$ cat src/rtl/ball_pkg.sv
// Shared constants and state encoding for the ball motion engine.
package ball_pkg;

    localparam int COORD_W       = 10;
    localparam int BALL_X_MAX    = 640;
    localparam int BALL_Y_MAX    = 480;
    localparam int BALL_PADDLE_Y = 440;

    typedef enum logic [1:0] {
        IDLE,
        UPDATE,
        DONE
    } state_t;

endpackage

$ cat src/rtl/ball_step.sv
// Combinational next-position logic for a single ball: wall bounce, paddle bounce, bottom loss.
module ball_step import ball_pkg::*; #(
    parameter int X_MAX    = BALL_X_MAX,
    parameter int Y_MAX    = BALL_Y_MAX,
    parameter int PADDLE_Y = BALL_PADDLE_Y
) (
    input  logic [COORD_W-1:0] x,
    input  logic [COORD_W-1:0] y,
    input  logic               dx,
    input  logic               dy,
    input  logic [2:0]         speed,
    input  logic [5:0]         radius,
    input  logic [COORD_W-1:0] paddle_x,
    input  logic [7:0]         paddle_w,
    output logic [COORD_W-1:0] nx,
    output logic [COORD_W-1:0] ny,
    output logic               ndx,
    output logic               ndy,
    output logic               lost
);

    // One extra bit of headroom so sums near the right/bottom edge never wrap.
    localparam int W = COORD_W + 1;

    logic [W-1:0] xw;
    logic [W-1:0] yw;
    logic [W-1:0] rw;
    logic [W-1:0] sw;
    logic [W-1:0] py;
    logic [W-1:0] x_lim;
    logic [W-1:0] y_lim;
    logic [W-1:0] pad_hi;

    always_comb begin
        xw     = W'(x);
        yw     = W'(y);
        rw     = W'(radius);
        sw     = W'(speed);
        py     = W'(PADDLE_Y);
        x_lim  = W'(X_MAX - 1) - rw;
        y_lim  = W'(Y_MAX - 1) - rw;
        pad_hi = W'(paddle_x) + W'(paddle_w);

        nx   = x;
        ny   = y;
        ndx  = dx;
        ndy  = dy;
        lost = 1'b0;

        if (dx) begin
            if (xw < rw + sw) begin
                nx  = COORD_W'(radius);
                ndx = 1'b0;
            end else begin
                nx = COORD_W'(xw - sw);
            end
        end else begin
            if (xw + sw > x_lim) begin
                nx  = COORD_W'(x_lim);
                ndx = 1'b1;
            end else begin
                nx = COORD_W'(xw + sw);
            end
        end

        if (dy) begin
            if (yw < rw + sw) begin
                ny  = COORD_W'(radius);
                ndy = 1'b0;
            end else begin
                ny = COORD_W'(yw - sw);
            end
        end else if ((yw + rw <= py) && (py < yw + rw + sw) &&
                     (xw >= W'(paddle_x)) && (xw <= pad_hi)) begin
            ny  = COORD_W'(py - rw);
            ndy = 1'b1;
        end else if (yw + sw > y_lim) begin
            lost = 1'b1;
        end else begin
            ny = COORD_W'(yw + sw);
        end

        // A lost ball freezes where it was rather than drifting sideways.
        if (lost) begin
            nx  = x;
            ndx = dx;
        end
    end

endmodule

$ cat src/rtl/ball_mover.sv
// Per-frame motion engine for CNT ball slots; one slot is advanced per cycle after frame_tick.
// Optional multiball split enabled by defining BALL_SPLIT_EN.
module ball_mover import ball_pkg::*; #(
    parameter int CNT      = 3,
    parameter int X_MAX    = BALL_X_MAX,
    parameter int Y_MAX    = BALL_Y_MAX,
    parameter int PADDLE_Y = BALL_PADDLE_Y
) (
    input  logic                   clk,
    input  logic                   rst,
    input  logic                   frame_tick,
    input  logic                   launch,
    input  logic                   split,
    input  logic [2:0]             speed,
    input  logic [5:0]             radius,
    input  logic [COORD_W-1:0]     paddle_x,
    input  logic [7:0]             paddle_w,
    output logic [CNT*COORD_W-1:0] xs,
    output logic [CNT*COORD_W-1:0] ys,
    output logic [CNT-1:0]         active,
    output logic                   update_done,
    output logic                   all_lost
);

    localparam int IDX_W = (CNT > 1) ? $clog2(CNT) : 1;

    state_t                   state_q, state_d;
    logic [IDX_W-1:0]         idx_q, idx_d;
    logic                     was_any_q, was_any_d;
    logic [CNT*COORD_W-1:0]   xs_q, xs_d;
    logic [CNT*COORD_W-1:0]   ys_q, ys_d;
    logic [CNT-1:0]           dx_q, dx_d;
    logic [CNT-1:0]           dy_q, dy_d;
    logic [CNT-1:0]           active_q, active_d;
    logic                     update_done_q, update_done_d;
    logic                     all_lost_q, all_lost_d;

    logic [COORD_W-1:0]       step_nx;
    logic [COORD_W-1:0]       step_ny;
    logic                     step_ndx;
    logic                     step_ndy;
    logic                     step_lost;

    ball_step #(
        .X_MAX    (X_MAX),
        .Y_MAX    (Y_MAX),
        .PADDLE_Y (PADDLE_Y)
    ) u_step (
        .x        (xs_q[int'(idx_q)*COORD_W +: COORD_W]),
        .y        (ys_q[int'(idx_q)*COORD_W +: COORD_W]),
        .dx       (dx_q[idx_q]),
        .dy       (dy_q[idx_q]),
        .speed    (speed),
        .radius   (radius),
        .paddle_x (paddle_x),
        .paddle_w (paddle_w),
        .nx       (step_nx),
        .ny       (step_ny),
        .ndx      (step_ndx),
        .ndy      (step_ndy),
        .lost     (step_lost)
    );

`ifdef BALL_SPLIT_EN
    logic [IDX_W-1:0] src_idx;

    // Lowest-index active slot is the one every new ball is cloned from.
    always_comb begin
        src_idx = '0;
        for (int i = CNT - 1; i >= 0; i--) begin
            if (active_q[i]) src_idx = IDX_W'(i);
        end
    end
`else
    logic split_unused;
    assign split_unused = split;
`endif

    always_comb begin
        state_d       = state_q;
        idx_d         = idx_q;
        was_any_d     = was_any_q;
        xs_d          = xs_q;
        ys_d          = ys_q;
        dx_d          = dx_q;
        dy_d          = dy_q;
        active_d      = active_q;
        update_done_d = 1'b0;
        all_lost_d    = 1'b0;

        case (state_q)
            IDLE: begin
                if (launch && (active_q == '0)) begin
                    xs_d[0 +: COORD_W] = paddle_x + COORD_W'(paddle_w >> 1);
                    ys_d[0 +: COORD_W] = COORD_W'(PADDLE_Y) - COORD_W'(radius) - COORD_W'(1);
                    dx_d[0]            = 1'b0;
                    dy_d[0]            = 1'b1;
                    active_d[0]        = 1'b1;
                end
`ifdef BALL_SPLIT_EN
                else if (split && !frame_tick && (active_q != '0) && (active_q != '1)) begin
                    for (int j = 0; j < CNT; j++) begin
                        if (!active_q[j]) begin
                            xs_d[j*COORD_W +: COORD_W] = xs_q[int'(src_idx)*COORD_W +: COORD_W];
                            ys_d[j*COORD_W +: COORD_W] = ys_q[int'(src_idx)*COORD_W +: COORD_W];
                            dy_d[j]     = dy_q[src_idx];
                            dx_d[j]     = dx_q[src_idx] ^ j[0];
                            active_d[j] = 1'b1;
                        end
                    end
                end
`endif
                if (frame_tick) begin
                    state_d   = UPDATE;
                    idx_d     = '0;
                    was_any_d = |active_q;
                end
            end
            UPDATE: begin
                if (active_q[idx_q]) begin
                    xs_d[int'(idx_q)*COORD_W +: COORD_W] = step_nx;
                    ys_d[int'(idx_q)*COORD_W +: COORD_W] = step_ny;
                    dx_d[idx_q] = step_ndx;
                    dy_d[idx_q] = step_ndy;
                    if (step_lost) active_d[idx_q] = 1'b0;
                end
                if (idx_q == IDX_W'(CNT - 1)) begin
                    state_d = DONE;
                end else begin
                    idx_d = idx_q + 1'b1;
                end
            end
            DONE: begin
                update_done_d = 1'b1;
                all_lost_d    = was_any_q && (active_q == '0);
                state_d       = IDLE;
            end
            default: state_d = IDLE;
        endcase
    end

    always_ff @(posedge clk) begin
        if (rst) begin
            state_q       <= IDLE;
            idx_q         <= '0;
            was_any_q     <= 1'b0;
            xs_q          <= '0;
            ys_q          <= '0;
            dx_q          <= '0;
            dy_q          <= '0;
            active_q      <= '0;
            update_done_q <= 1'b0;
            all_lost_q    <= 1'b0;
        end else begin
            state_q       <= state_d;
            idx_q         <= idx_d;
            was_any_q     <= was_any_d;
            xs_q          <= xs_d;
            ys_q          <= ys_d;
            dx_q          <= dx_d;
            dy_q          <= dy_d;
            active_q      <= active_d;
            update_done_q <= update_done_d;
            all_lost_q    <= all_lost_d;
        end
    end

    assign xs          = xs_q;
    assign ys          = ys_q;
    assign active      = active_q;
    assign update_done = update_done_q;
    assign all_lost    = all_lost_q;

endmodule

$ cat config.mk
export PLATFORM = sky130hd
export DESIGN_NAME = ball_mover
export DESIGN_NICKNAME = d
export VERILOG_FILES = /design/src/rtl/ball_pkg.sv /design/src/rtl/ball_step.sv /design/src/rtl/ball_mover.sv
export SDC_FILE = /design/constraint.sdc
export NUM_CORES = 1
export LEC_CHECK = 0
export BUFFER_PORTS_ARGS = -buffer_cell sky130_fd_sc_hd__buf_2
export CAP_MARGIN = 10
export CORE_UTILIZATION = 45
export CTS_BUF_LIST = sky130_fd_sc_hd__clkbuf_16
export DETAILED_ROUTE_END_ITERATION = 8
export SETUP_SLACK_MARGIN = 0.1
export SLEW_MARGIN = 20
export SYNTH_ARGS = -nofsm -noshare
export SYNTH_HDL_FRONTEND = slang
export SYNTH_SLANG_ARGS = --single-unit
$ cat constraint.sdc
create_clock -name clk -period 8.97 [get_ports clk]
set_input_delay 1.3455 -clock clk [delete_from_list [all_inputs] [get_ports clk]]
set_output_delay 1.3455 -clock clk [all_outputs]
set_load 0.005 [all_outputs]
# Word level (Yosys, flattened, before mapping)
# Index checks and enable logic that the tools add are counted.
dict set report totals {
  reg_bits 76
  latchBits 0
  ramBits 0
  mem_bits_ro 0
  input_bits 32
  elab_cells 129
  n_memories 0
}
dict set report op_classes {
  add_sub_neg 16
  n_mul 1
  div 0
  magnitude_cmp 10
  eq_ne 9
  n_shift 5
  muxes 52
  bitwise_logic 3
  reduce_logical 18
}
# operator n
set op_table {}
lappend op_table {{10-bit two-way mux} 12}
lappend op_table {{10-bit by 33-bit indexed part select with 30-bit output} 2}
lappend op_table {{30-bit bitwise mux} 2}
lappend op_table {{30-bit by 7-bit indexed part select with 10-bit output} 2}
lappend op_table {{10-bit case mux with 2 select lines} 2}
lappend op_table {{6-bit negation with 33-bit output} 1}
lappend op_table {{10-bit by 33-bit variable shift with 30-bit output, first input constant} 1}
lappend op_table {{9-bit by 6-bit subtractor with 10-bit output, first input constant} 3}
lappend op_table {{10-bit by 3-bit adder with 11-bit output} 2}
lappend op_table {{11-bit greater-than comparator} 2}
lappend op_table {{10-bit by 11-bit less-than comparator with 1-bit output} 2}
lappend op_table {{1-bit two-way mux} 21}
lappend op_table {{10-bit by 3-bit subtractor with 10-bit output} 2}
lappend op_table {{2-bit != test, second input constant} 6}
lappend op_table {{10-bit by 6-bit adder with 11-bit output} 1}
lappend op_table {{10-bit by 8-bit adder with 11-bit output} 1}
lappend op_table {{11-bit by 3-bit adder with 11-bit output} 1}
lappend op_table {{10-bit by 11-bit less-or-equal comparator with 1-bit output} 1}
lappend op_table {{11-bit by 9-bit less-or-equal comparator with 1-bit output, second input constant} 1}
lappend op_table {{9-bit by 11-bit less-than comparator with 1-bit output, first input constant} 1}
lappend op_table {{10-bit by 6-bit subtractor with 11-bit output, first input constant} 1}
lappend op_table {{10-bit by 7-bit adder with 10-bit output} 1}
lappend op_table {{10-bit >= comparator} 1}
lappend op_table {{10-bit by 1-bit subtractor with 10-bit output, second input constant} 1}
lappend op_table {{other kinds (25)} 44}

# Depth between registers and ports, before layout
# Gate-level depths: netlist (run 1).
dict set report depth {
  ltp_word 15
  mapped_depth 28
  mapped_depth_nobuf 22
}

# Hierarchy
# From an unflattened synthesis (run 1), not the netlist that was laid out.
dict set report hier_totals {
  cells_unflattened 1070
  hier_area_um2 8534.4
}
# mod instances cells_each area_each_um2 seq_area_each_um2
set by_module_without_submodules {}
lappend by_module_without_submodules {ball_mover 1 535 4644.5 1521.5}
lappend by_module_without_submodules {ball_step 1 535 3890.0 0.0}

# Least setup slack after synthesis (run 1)
# OpenSTA, ideal clock, no wires.
dict set report synth_timing {
  path_kind {register to register}
  start {register idx_q[0]}
  end {register xs_q[29] (netlist: xs[29])}
  setup_time_ns 0.117
  t_arrival_ns 5.508
  required_ns 8.853
  slack_ns 3.346
  path_stages_with_launch 28
  path_cell_list {dfxtp_1 buf_2 buf_6 buf_2 clkbuf_1 mux2i_1 nor2_1 a21oi_1 inv_1 ha_1 inv_1 a21oi_1 nor4_4 xnor2_1 ha_1 nand3_1 nor2_1 a21o_1 or2_2 a2111o_1 and3_1 buf_2 nor2_4 a21boi_4 a211oi_1 o32a_1 a32o_1 a22o_1}
}
dict set report synth_between {
  elab_chain_cells 13
}
# element line
set synth_lines {}
lappend synth_lines {{start: declaration} ball_mover.sv:28} ;# logic [IDX_W-1:0] idx_q, idx_d;
lappend synth_lines {{start signal: assignment} ball_mover.sv:156} ;# idx_q <= idx_d;
lappend synth_lines {{2-bit by 3-bit multiplier with 5-bit output} {ball_mover.sv:49, ball_mover.sv:50, ball_mover.sv:121}}
lappend synth_lines {{30-bit by 7-bit indexed part select with 10-bit output} ball_mover.sv:50} ;# .y (ys_q[int'(idx_q)*COORD_W +: COORD_W]),
lappend synth_lines {{10-bit by 6-bit adder with 11-bit output} ball_step.sv:73} ;# end else if ((yw + rw <= py) && (py < yw + rw + sw) &&
lappend synth_lines {{11-bit by 3-bit adder with 11-bit output} ball_step.sv:73}
lappend synth_lines {{9-bit by 11-bit less-than comparator with 1-bit output} ball_step.sv:73}
lappend synth_lines {{1-bit logical AND (2 in series)} ball_step.sv:73}
lappend synth_lines {{1-bit logical AND} ball_step.sv:74} ;# (xw >= W'(paddle_x)) && (xw <= pad_hi)) begin
lappend synth_lines {{1-bit two-way mux} ball_step.sv:73}
lappend synth_lines {{1-bit two-way mux} ball_step.sv:66} ;# if (dy) begin
lappend synth_lines {{10-bit two-way mux} ball_step.sv:84} ;# if (lost) begin
lappend synth_lines {{10-bit by 33-bit indexed part select with 30-bit output} ball_mover.sv:121} ;# xs_d[int'(idx_q)*COORD_W +: COORD_W] = step_nx;
lappend synth_lines {{30-bit bitwise mux} ball_mover.sv:121}
lappend synth_lines {{end signal: assignment} ball_mover.sv:158} ;# xs_q <= xs_d;
lappend synth_lines {{end: declaration} ball_mover.sv:30} ;# logic [CNT*COORD_W-1:0] xs_q, xs_d;
# Several ways; a longest one is shown, not always the timed one. The select of a mux whose other input is x is not followed.
# A chain may end at the register's enable or synchronous reset.

# Final worst setup path (run 1)
dict set report layout_timing {
  start {register idx_q[0]}
  end {register xs_q[3] (netlist: xs[3])}
}
dict set report layout_between {
  elab_chain_cells 15
}
# element line
set layout_lines {}
lappend layout_lines {{2-bit by 3-bit multiplier with 5-bit output} {ball_mover.sv:49, ball_mover.sv:50, ball_mover.sv:121}}
lappend layout_lines {{30-bit by 7-bit indexed part select with 10-bit output} ball_mover.sv:50}
lappend layout_lines {{10-bit by 6-bit adder with 11-bit output} ball_step.sv:73}
lappend layout_lines {{11-bit by 3-bit adder with 11-bit output} ball_step.sv:73}
lappend layout_lines {{9-bit by 11-bit less-than comparator with 1-bit output} ball_step.sv:73}
lappend layout_lines {{1-bit logical AND (2 in series)} ball_step.sv:73}
lappend layout_lines {{1-bit logical AND} ball_step.sv:74}
lappend layout_lines {{1-bit two-way mux} ball_step.sv:73}
lappend layout_lines {{1-bit two-way mux} ball_step.sv:66}
lappend layout_lines {{10-bit two-way mux} ball_step.sv:84}
lappend layout_lines {{10-bit by 33-bit indexed part select with 30-bit output} ball_mover.sv:121}
lappend layout_lines {{30-bit bitwise mux} ball_mover.sv:121}
lappend layout_lines {{10-bit two-way mux} ball_mover.sv:120} ;# if (active_q[idx_q]) begin
lappend layout_lines {{10-bit case mux with 2 select lines} ball_mover.sv:91} ;# case (state_q)
# Several ways; a longest one is shown, not always the timed one. The select of a mux whose other input is x is not followed.

==> results of run 1 <==
-- worst paths after layout --
path,slack (ps),to,cells after the start
min reg2reg,480,active[1],2
max reg2reg,2330,xs[3],20
max,2330,xs[3],20
min,480,active[1],2
-- power by group --
group	switching (mW)	internal (mW)
clock	0.155	0.215
combinational	0.472	0.268
sequential	0.0170	0.352
-- cells by family (layout without fill, tap and decap cells) --
group,after synthesis,in the layout,share of synthesized area [%]
AOI/OAI and AO/OA,378,378,30.5
and+or+nand+nor,391,391,20.8
DFF,76,76,16.9
xor gates and xnor gates,52,52,5.06
adders and majority gates,102,102,14.9
muxes,51,51,6.19
buffers and inverters,119,196,5.62
-- stage by stage --
step | instance area [sq um] | worst slack (ps)
CTS | 10000 | 2470
detailed placement | 9710 | 2380
finish | 10000 | 2330
global placement | 9710 | 2430
global route | 10000 | 2010
floorplan | 8990 | 3350
-- final cells by class --
type | count | area (sq um) | area share (%)
multi-input cells | 974 | 6980 | 69.7
flip-flops and latches | 76 | 1520 | 15.2
repair buffers | 118 | 648 | 6.48
well taps | 265 | 332 | 3.31
inverters | 62 | 233 | 2.33
clock buffers | 9 | 225 | 2.25
clock inverters | 7 | 67.6 | 0.675
-- cells in the mapped netlist (9+ instances only) --
cell        n  area share [%]
a211oi_1   27             2.3
a21o_1     17             1.4
a21oi_1    70             3.9
a22o_1     13             1.3
a22oi_1    10            0.83
a31oi_1    10            0.70
and2_1      9            0.63
and3_1     10            0.70
buf_2      11            0.61
clkbuf_1   38             1.6
dfxtp_1    76              17
fa_1        9             2.0
ha_1       93              13
inv_1      57             2.4
mux2i_1    43             4.8
nand2_1    96             4.0
nand3_1    37             2.1
nand4_1    11            0.77
nor2_1    116             4.8
nor2b_1    10            0.70
nor3_1     48             2.7
nor4_1     14            0.97
o211ai_1   21             1.8
o21a_1     11            0.92
o21ai_0    63             3.5
o21ai_1    13            0.72
o21bai_1    9            0.75
o22ai_1     9            0.63
o31ai_1    10            0.83
xnor2_1    43             4.2
xor2_1      9            0.88
-- flip-flops by register name, summed over array words and instances (netlist names), 2 cells and up --
name     flops
active       3
dx_q         3
dy_q         3
idx_q        2
state_q      2
xs          30
ys          30
-- worst reg2reg max path: stages (launching register included) --
cell,delay [ps]
dfxtp_2,500
buf_4,380
mux2i_1,210
o21ai_0,590
ha_1,320
inv_1,60
fa_1,400
xnor2_1,270
ha_1,340
a21oi_1,160
nand2_1,210
nor4_1,330
mux2i_1,100
and3_1,190
o21ai_0,330
a22oi_2,280
o21ai_4,610
mux2i_1,550
o22a_1,350
nand3_1,110
a211oi_1,260
-- layer usage --
layer	global-route usage [%]	part of all wire, %	vias up
li1	-	-	4521
met1	47.5	47	4524
met2	49.5	43	489
met3	4.70	8.4	47
met4	7.95	2.1	0
met5	0	0	-
==> impl_metrics.py, run 1 <==
metrics = {
    "status": {
        "status": "finished, final reports clean",
    },
    "placed_design": {
        "gp_congestion": 0.914,
        "portBuffers": 95,
        "place_inst": 1495,
        "hpwl_um": 25700,
    },
    "power_and_ir_drop": {
        "power_density_nw_per_um2": 148,
        "p_leak_nw": 4.29,
        "power.total_mw": 1.48,
        "ir_worst_vdd_mv": 0.0985,
    },
    "critical_path": {
        "cpMaxStageDelayCell": "o21ai_4",
        "cp_top_family": "compound AO/OA/AOI/OAI gates",
        "crit_path_end_kind": "flop",
        "cp_num_buf_inv": 2,
        "critPathKind": "reg2reg",
        "cp.required_ps": 9230,
        "cpMostUsedCell": "mux2i_1",
        "cp-startpoint": "idx_q[0]",
        "worstPathMaxFanout": 29,
        "crit_chain": "buf_4, mux2i_1, o21ai_0, ha_1, inv_1, fa_1, xnor2_1, ha_1, a21oi_1, nand2_1, nor4_1, mux2i_1, and3_1, o21ai_0, a22oi_2, o21ai_4, mux2i_1, o22a_1, nand3_1, a211oi_1",
        "startpoint_type": "flop",
        "cp.arrival_ps": 6890,
        "max_stage_delay_ps": 610,
        "r2r_start": "idx_q[0]",
    },
    "logic_synthesis": {
        "ys_seq_area_share_pct": 16.9,
        "syn_area_sq_um": 8990,
        "ys_types": 98,
        "syn_inst": 1169,
        "async_reset_ff_share_pct": 0,
        "postSynthAreaPerCell_sq_um": 7.69,
        "syn_nets": 1303,
        "synth_edf_count": 0,
        "ys.flop_type": "dfxtp_1",
        "ys_warn_count": 0,
        "synth-seq-cells": 76,
    },
    "finish": {
        "fin_cells": 1511,
        "fill_cells": 1979,
        "diodes": 0,
        "mostFrequentLayoutCell": "nor2_1",
        "fin_nets": 1375,
        "utilization_pct": 51.2,
        "drive_gt1_share_pct": 14.4,
        "final_cell_mix": "116 x nor2_1, 96 x nand2_1, 95 x buf_2",
        "synthToLayoutAreaGrowth_pct": 11.3,
    },
    "floorplanning": {
        "initial_core_util_pct": 46.1,
        "die_w_um": 143,
        "die_h_um": 143,
        "ios": 97,
        "core_sq_um": 19500,
        "fp-row-count": 51,
        "die-area_sq_um": 20600,
    },
    "clocking": {
        "cts_hold_buffers": 0,
        "worstSkewPairLatency_ps": 340,
        "cts_resized": 0,
        "htree_levels": 3,
        "clk_pin_slew_ps": 70,
        "cts_tree": "done",
        "cts_buffers": 9,
        "postCtsSetupBuffers": 0,
        "cts.path.max_buffers": 2,
        "root_buffer": "clkbuf_16",
        "cts_sinks": 76,
    },
    "timing": {
        "hold_viol": 0,
        "fin_skew_ps": 8.89,
        "finalSetupViolCount": 0,
        "finalCriticalPeriod_ps": 6640,
        "whs_ps": 482,
        "slew_violations": 0,
        "post-route-period-util_pct": 74.0,
        "worst_pin_slew_ps": 1040,
        "max_freq_ghz": 0.151,
        "relSlewSlack_pct": 30.1,
        "tns_ps": 0,
        "rsz0062_at_grt": "no",
    },
    "route": {
        "drcViolationCount": 0,
        "first_iter_violations": 1026,
        "avgViaCountPerCell": 6.34,
        "ant_nets": 0,
        "vias": 9581,
        "drtPass1Iterations": 6,
        "totalWireLength_um": 33300,
        "wire_per_inst_um": 22.0,
    },
    "grt": {
        "grtUsageTotal_pct": 32.5,
        "grt_pass1_vias": 8656,
        "antenna_found_initial": 0,
        "grt_pass1_wl_um": 50900,
        "grt_max_degree": 48,
        "grt_overflow": 0,
    },
    "flow_run": {
        "max_cap_violations": 0,
    },
    "min_path": {
        "min_from": "active[1]",
        "worstHoldPathType": "reg2reg",
    },
}
(Power assumes the default switching activity.)
==> inputs of run 2 (changes only) <==
--- a/config.mk
+++ b/config.mk
@@ -5,11 +5,13 @@
 export SDC_FILE = /design/constraint.sdc
 export NUM_CORES = 1
 export LEC_CHECK = 0
+export ABC_AREA = 1
 export BUFFER_PORTS_ARGS = -buffer_cell sky130_fd_sc_hd__buf_2
 export CAP_MARGIN = 10
 export CORE_UTILIZATION = 45
 export CTS_BUF_LIST = sky130_fd_sc_hd__clkbuf_16
 export DETAILED_ROUTE_END_ITERATION = 8
+export PLACE_DENSITY = 0.66
 export SETUP_SLACK_MARGIN = 0.1
 export SLEW_MARGIN = 20
 export SYNTH_ARGS = -nofsm -noshare
==> constraint.sdc (replaced) <==
create_clock -name clk -period 5.96 [get_ports clk]
set_input_delay 0.894 -clock clk [delete_from_list [all_inputs] [get_ports clk]]
set_output_delay 0.894 -clock clk [all_outputs]
set_load 0.005 [all_outputs]
==> impl_metrics.py, run 2 <==
metrics = {
    "grt": {
        "grt_pass1_wl_um": 50200,
        "grt_pass1_vias": 9622,
        "antenna_found_initial": 0,
        "grtUsageTotal_pct": 29.7,
        "grt_max_degree": 48,
        "grt_overflow": 0,
    },
    "clocking": {
        "cts_resized": 0,
        "clk_pin_slew_ps": 70,
        "htree_levels": 3,
        "postCtsSetupBuffers": 0,
        "cts_buffers": 9,
        "cts.path.max_buffers": 2,
        "worstSkewPairLatency_ps": 340,
        "cts_tree": "done",
        "cts_sinks": 76,
        "root_buffer": "clkbuf_16",
        "cts_hold_buffers": 0,
    },
    "flow_run": {
        "max_cap_violations": 0,
    },
    "logic_synthesis": {
        "synth_xor_area_share_pct": 3.29,
        "synth_top_family_by_area": "simple AND/OR/NAND/NOR gates",
        "synthMuxAreaShare_pct": 0,
        "ys_types": 54,
        "synth_area_leaders": "dfxtp_1 16%, nand2_1 16%, ha_1 13%",
        "netlist.area_leader.share_pct": 16.4,
        "async_reset_ff_share_pct": 0,
        "synth_top_cell_by_area": "dfxtp_1",
        "ys.flop_type": "dfxtp_1",
        "postSynthAreaPerCell_sq_um": 6.22,
        "ys_warn_count": 0,
        "synth_common_cells": "394 x nand2_1, 163 x nand3_1, 159 x inv_1",
        "yosys.area_share.simple_pct": 38.4,
        "syn_nets": 1625,
        "synth-seq-cells": 76,
        "synth_compound_area_share_pct": 16.5,
        "synthAdderAreaFrac_pct": 14.5,
        "synth_edf_count": 0,
        "syn_inst": 1491,
        "syn_area_sq_um": 9270,
        "synth_most_common_cell": "nand2_1",
        "ys_seq_area_share_pct": 16.4,
    },
    "finish": {
        "multi_input_area_sq_um": 6750,
        "mostFrequentLayoutCell": "nand2_1",
        "synthToLayoutAreaGrowth_pct": 9.36,
        "drive_gt1_share_pct": 12.6,
        "diodes": 0,
        "fin_nets": 1682,
        "final_cell_mix": "394 x nand2_1, 163 x nand3_1, 159 x inv_1",
        "fill_cells": 2161,
        "seq_area_sq_um": 1520,
    },
    "route": {
        "vias": 10284,
        "drcViolationCount": 0,
        "ant_nets": 0,
        "drtPass1Iterations": 6,
        "wire_per_inst_um": 17.3,
        "first_iter_violations": 985,
        "avgViaCountPerCell": 5.64,
        "totalWireLength_um": 31600,
    },
    "timing": {
        "slew_violations": 0,
        "whs_ps": 444,
        "relSlewSlack_pct": 21.9,
        "worst_pin_slew_ps": 1170,
        "max_freq_ghz": 0.187,
        "tns_ps": 0,
        "post-route-period-util_pct": 89.8,
        "hold_viol": 0,
        "fin_skew_ps": 7.53,
        "finalSetupViolCount": 0,
        "rsz0062_at_grt": "no",
        "finalCriticalPeriod_ps": 5350,
    },
    "power_and_ir_drop": {
        "power_density_nw_per_um2": 292,
        "power.total_mw": 2.96,
        "ir_worst_vdd_mv": 0.190,
        "p_leak_nw": 5.13,
    },
    "floorplanning": {
        "die-area_sq_um": 21200,
        "initial_core_util_pct": 45.8,
        "die_w_um": 146,
        "die_h_um": 146,
        "ios": 97,
        "core_sq_um": 20200,
        "fp-row-count": 52,
    },
    "critical_path": {
        "r2r_start": "idx_q[0]",
        "cp_top_family": "simple AND/OR/NAND/NOR gates",
        "cp.required_ps": 6150,
        "cpMaxStageDelayCell": "a32oi_2",
        "critPathKind": "reg2reg",
        "cp.arrival_ps": 5540,
        "cpMostUsedCell": "nand2_1",
        "max_stage_delay_ps": 400,
        "cp_num_buf_inv": 6,
        "rrSetupSlack_ps": 610,
        "r2r-end": "xs[15]",
        "startpoint_type": "flop",
        "reg2reg_depth": 30,
        "worstPathMaxFanout": 22,
        "crit_path_end_kind": "flop",
    },
    "min_path": {
        "holdPathStages": 2,
        "min_to": "all_lost",
        "min_from": "was_any_q",
        "worstHoldPathType": "reg2reg",
    },
    "placed_design": {
        "gp_congestion": 0.947,
        "portBuffers": 95,
        "hpwl_um": 24300,
    },
    "status": {
        "status": "finished, final reports clean",
    },
}
## run 2: cell types whose count changed in the layout (fill, tap and decap cells not counted), moves of 13 or more
cell	previous run	this run
nor2_1	116	99
a21oi_1	69	119
xnor2_1	43	12
nand2_1	96	394
a21o_1	17	0
nor3_1	47	13
mux2i_1	43	0
nand4_1	11	47
a22o_1	13	0
nand2_2	0	15
nand3_1	37	163
inv_1	58	159
a211oi_1	27	1
## run 2: cell families after synthesis
logic type                 after synthesis
AOI/OAI and AO/OA                      262
xor gates and xnor gates                34
adders and majority gates              102
buffers and inverters                  236
DFF                                     76
and+or+nand+nor                        781
## run 2: layer usage
layer / track usage (%) / up-vias / wire (um)
met2: 50.9 / 375 / 14800
met5: 0 / - / 0
met3: 3.48 / 60 / 1800
met4: 9.74 / 0 / 853
met1: 38.8 / 4762 / 14100
li1: - / 5087 / -
## run 2: where the power goes
part / switching, mW / internal, mW
clock: 0.238 / 0.327
combinational: 1.25 / 0.576
sequential: 0.0283 / 0.535
## run 2: worst max-delay path by stage
stage / start / end / slack (ps) / cells past startpoint
floorplan: idx_q[0] / xs[3] / 1480 / 35
global placement: idx_q[0] / xs[15] / 510 / 30
detailed placement: idx_q[0] / xs[15] / 470 / 31
CTS: idx_q[0] / xs[15] / 450 / 30
global route: idx_q[0] / xs[27] / 200 / 31
finish: idx_q[0] / xs[15] / 610 / 30
## run 2: area by class of cell
type / count / area share [%]
clock buffers: 9 / 2.22
clock inverters: 7 / 0.753
flip-flops and latches: 76 / 15.0
repair buffers: 107 / 5.58
multi-input cells: 1179 / 66.6
inverters: 175 / 6.53
well taps: 270 / 3.33
## run 2: worst min-delay path, stage by stage, from the launching register on
cell	delay, ps
dfxtp_1	310
nand2_1	60
nor2_1	30
## run 2: stage by stage
stage          worst slack (ps)  utilization (%)  cell area, sq um  std cells
2_1_floorplan              1480                -              9270       1491
3_3_place_gp                513             48.6              9830       1807
6_report                    610             50.1             10100       1823
5_1_grt                     195             50.1             10100       1823
4_1_cts                     453             50.1             10100       1823
3_5_place_dp                472             48.6              9830       1807
==> inputs of run 3 (changes only) <==
--- a/config.mk
+++ b/config.mk
@@ -11,7 +11,7 @@
 export CORE_UTILIZATION = 45
 export CTS_BUF_LIST = sky130_fd_sc_hd__clkbuf_16
 export DETAILED_ROUTE_END_ITERATION = 8
-export PLACE_DENSITY = 0.66
+export PLACE_DENSITY = 0.67
 export SETUP_SLACK_MARGIN = 0.1
 export SLEW_MARGIN = 20
 export SYNTH_ARGS = -nofsm -noshare
==> impl_metrics.py, run 3 (same netlist as run 2, synthesis figures left out) <==
metrics = {
    "route": {
        "ant_nets": 0,
        "wire_per_inst_um": 17.0,
        "drtPass1Iterations": 6,
        "totalWireLength_um": 30900,
        "first_iter_violations": 972,
        "drcViolationCount": 0,
        "vias": 10245,
        "avgViaCountPerCell": 5.63,
    },
    "critical_path": {
        "max_stage_delay_ps": 470,
        "cp-startpoint": "idx_q[0]",
        "cp.arrival_ps": 5570,
        "startpoint_type": "flop",
        "r2r_start": "idx_q[0]",
        "crit_path_end": "xs[15]",
        "cpMostUsedCell": "nand2_1",
        "r2r-end": "xs[15]",
        "reg2reg_depth": 31,
        "cpMaxStageDelayCell": "dfxtp_4",
        "cp.required_ps": 6140,
        "worstPathMaxFanout": 22,
        "rrSetupSlack_ps": 570,
        "crit_path_end_kind": "flop",
        "critPathKind": "reg2reg",
    },
    "grt": {
        "grt_pass1_vias": 9562,
        "grt_overflow": 0,
        "grtUsageTotal_pct": 29.2,
        "grt_max_degree": 48,
        "antenna_found_initial": 0,
        "grt_pass1_wl_um": 49700,
    },
    "clocking": {
        "postCtsSetupBuffers": 0,
        "worstSkewPairLatency_ps": 340,
        "clk_pin_slew_ps": 60,
        "root_buffer": "clkbuf_16",
        "cts_sinks": 76,
        "cts_buffers": 9,
        "cts_resized": 0,
        "cts.path.max_buffers": 2,
        "cts_tree": "done",
        "cts_hold_buffers": 0,
        "htree_levels": 3,
    },
    "placed_design": {
        "portBuffers": 95,
        "pre_cts_ws_ps": 462,
        "place_area_sq_um": 9810,
        "hpwl_um": 24000,
        "gp_congestion": 0.943,
    },
    "finish": {
        "fin_area_sq_um": 10100,
        "mostFrequentLayoutCell": "nand2_1",
        "fin_nets": 1680,
        "final_cell_mix": "394 x nand2_1, 163 x nand3_1, 160 x inv_1",
        "fill_cells": 2148,
        "diodes": 0,
        "synthToLayoutAreaGrowth_pct": 8.88,
        "utilization_pct": 49.9,
        "drive_gt1_share_pct": 12.4,
    },
    "status": {
        "status": "finished, final reports clean",
    },
    "floorplanning": {
        "fp-row-count": 52,
        "ios": 97,
        "initial_core_util_pct": 45.8,
        "die_h_um": 146,
        "die_w_um": 146,
        "core_sq_um": 20200,
        "die-area_sq_um": 21200,
    },
    "timing": {
        "fin_skew_ps": 7.89,
        "relSlewSlack_pct": 25.5,
        "fin_ws_ps": 570,
        "slew_violations": 0,
        "rsz0062_at_grt": "no",
        "finalCriticalPeriod_ps": 5390,
        "worst_pin_slew_ps": 1110,
        "hold_viol": 0,
        "tns_ps": 0,
        "finalSetupViolCount": 0,
        "max_freq_ghz": 0.186,
        "post-route-period-util_pct": 90.4,
    },
    "power_and_ir_drop": {
        "p_leak_nw": 5.11,
        "ir_worst_vdd_mv": 0.159,
        "power_density_nw_per_um2": 285,
        "power.total_mw": 2.88,
    },
    "min_path": {
        "worstHoldPathType": "reg2reg",
    },
    "flow_run": {
        "max_cap_violations": 0,
    },
}
-- run 3: cell count changes in the layout (fill, tap and decap cells not counted), sizes merged --
cell and delta:
buf -2, bufinv -1, clkinv -1, clkinvlp +2
-- run 3: layer usage --
layer  vias to the layer above  part of all wire (%)  GRT usage [%]
met1                      4728                    44           38.2
met5                         -                     0              0
li1                       5079                     -              -
met3                        66                   6.1           3.86
met2                       372                    46           48.7
met4                         0                   3.7           11.1
-- run 3: worst min-delay path by stage --
stage                          from       end  depth (start not counted)
after global routing      was_any_q  all_lost                          2
after detailed placement  was_any_q  all_lost                          2
after global placement    was_any_q  all_lost                          2
after CTS                 was_any_q  all_lost                          2
after floorplan           was_any_q  all_lost                          2
final                     was_any_q  all_lost                          2
-- run 3: cell type report --
class / count / area, sq um / share of cell area (%)
Clock inverter: 7 / 45.0 / 0.446
Timing Repair Buffer: 105 / 551 / 5.45
Multi-Input combinational cell: 1179 / 6750 / 66.8
Sequential cell: 76 / 1530 / 15.1
Tap cell: 270 / 338 / 3.35
Clock buffer: 9 / 225 / 2.23
Inverter: 175 / 662 / 6.56
-- run 3: power breakdown --
part / internal (mW) / switching, mW
combinational: 0.573 / 1.24
clock: 0.280 / 0.226
sequential: 0.535 / 0.0303
total: 1.39 / 1.49
-- run 3: stage by stage --
stage | instances | hold WS, ps
2_1_floorplan | 1491 | 414
3_3_place_gp | 1805 | 428
3_5_place_dp | 1805 | 430
4_1_cts | 1821 | 434
5_1_grt | 1821 | 480
6_report | 1821 | 435
-- run 3: critical path, delay by kind of cell (launching register included) --
| family | cells | cell delay, ps |
|---|---|---|
| adder cells (fa/ha/maj) | 2 | 690 |
| AND/OR/NAND/NOR | 18 | 2410 |
| AO/OA/AOI/OAI | 5 | 1000 |
| flip-flops | 1 | 470 |
| buffers and inverters | 6 | 660 |
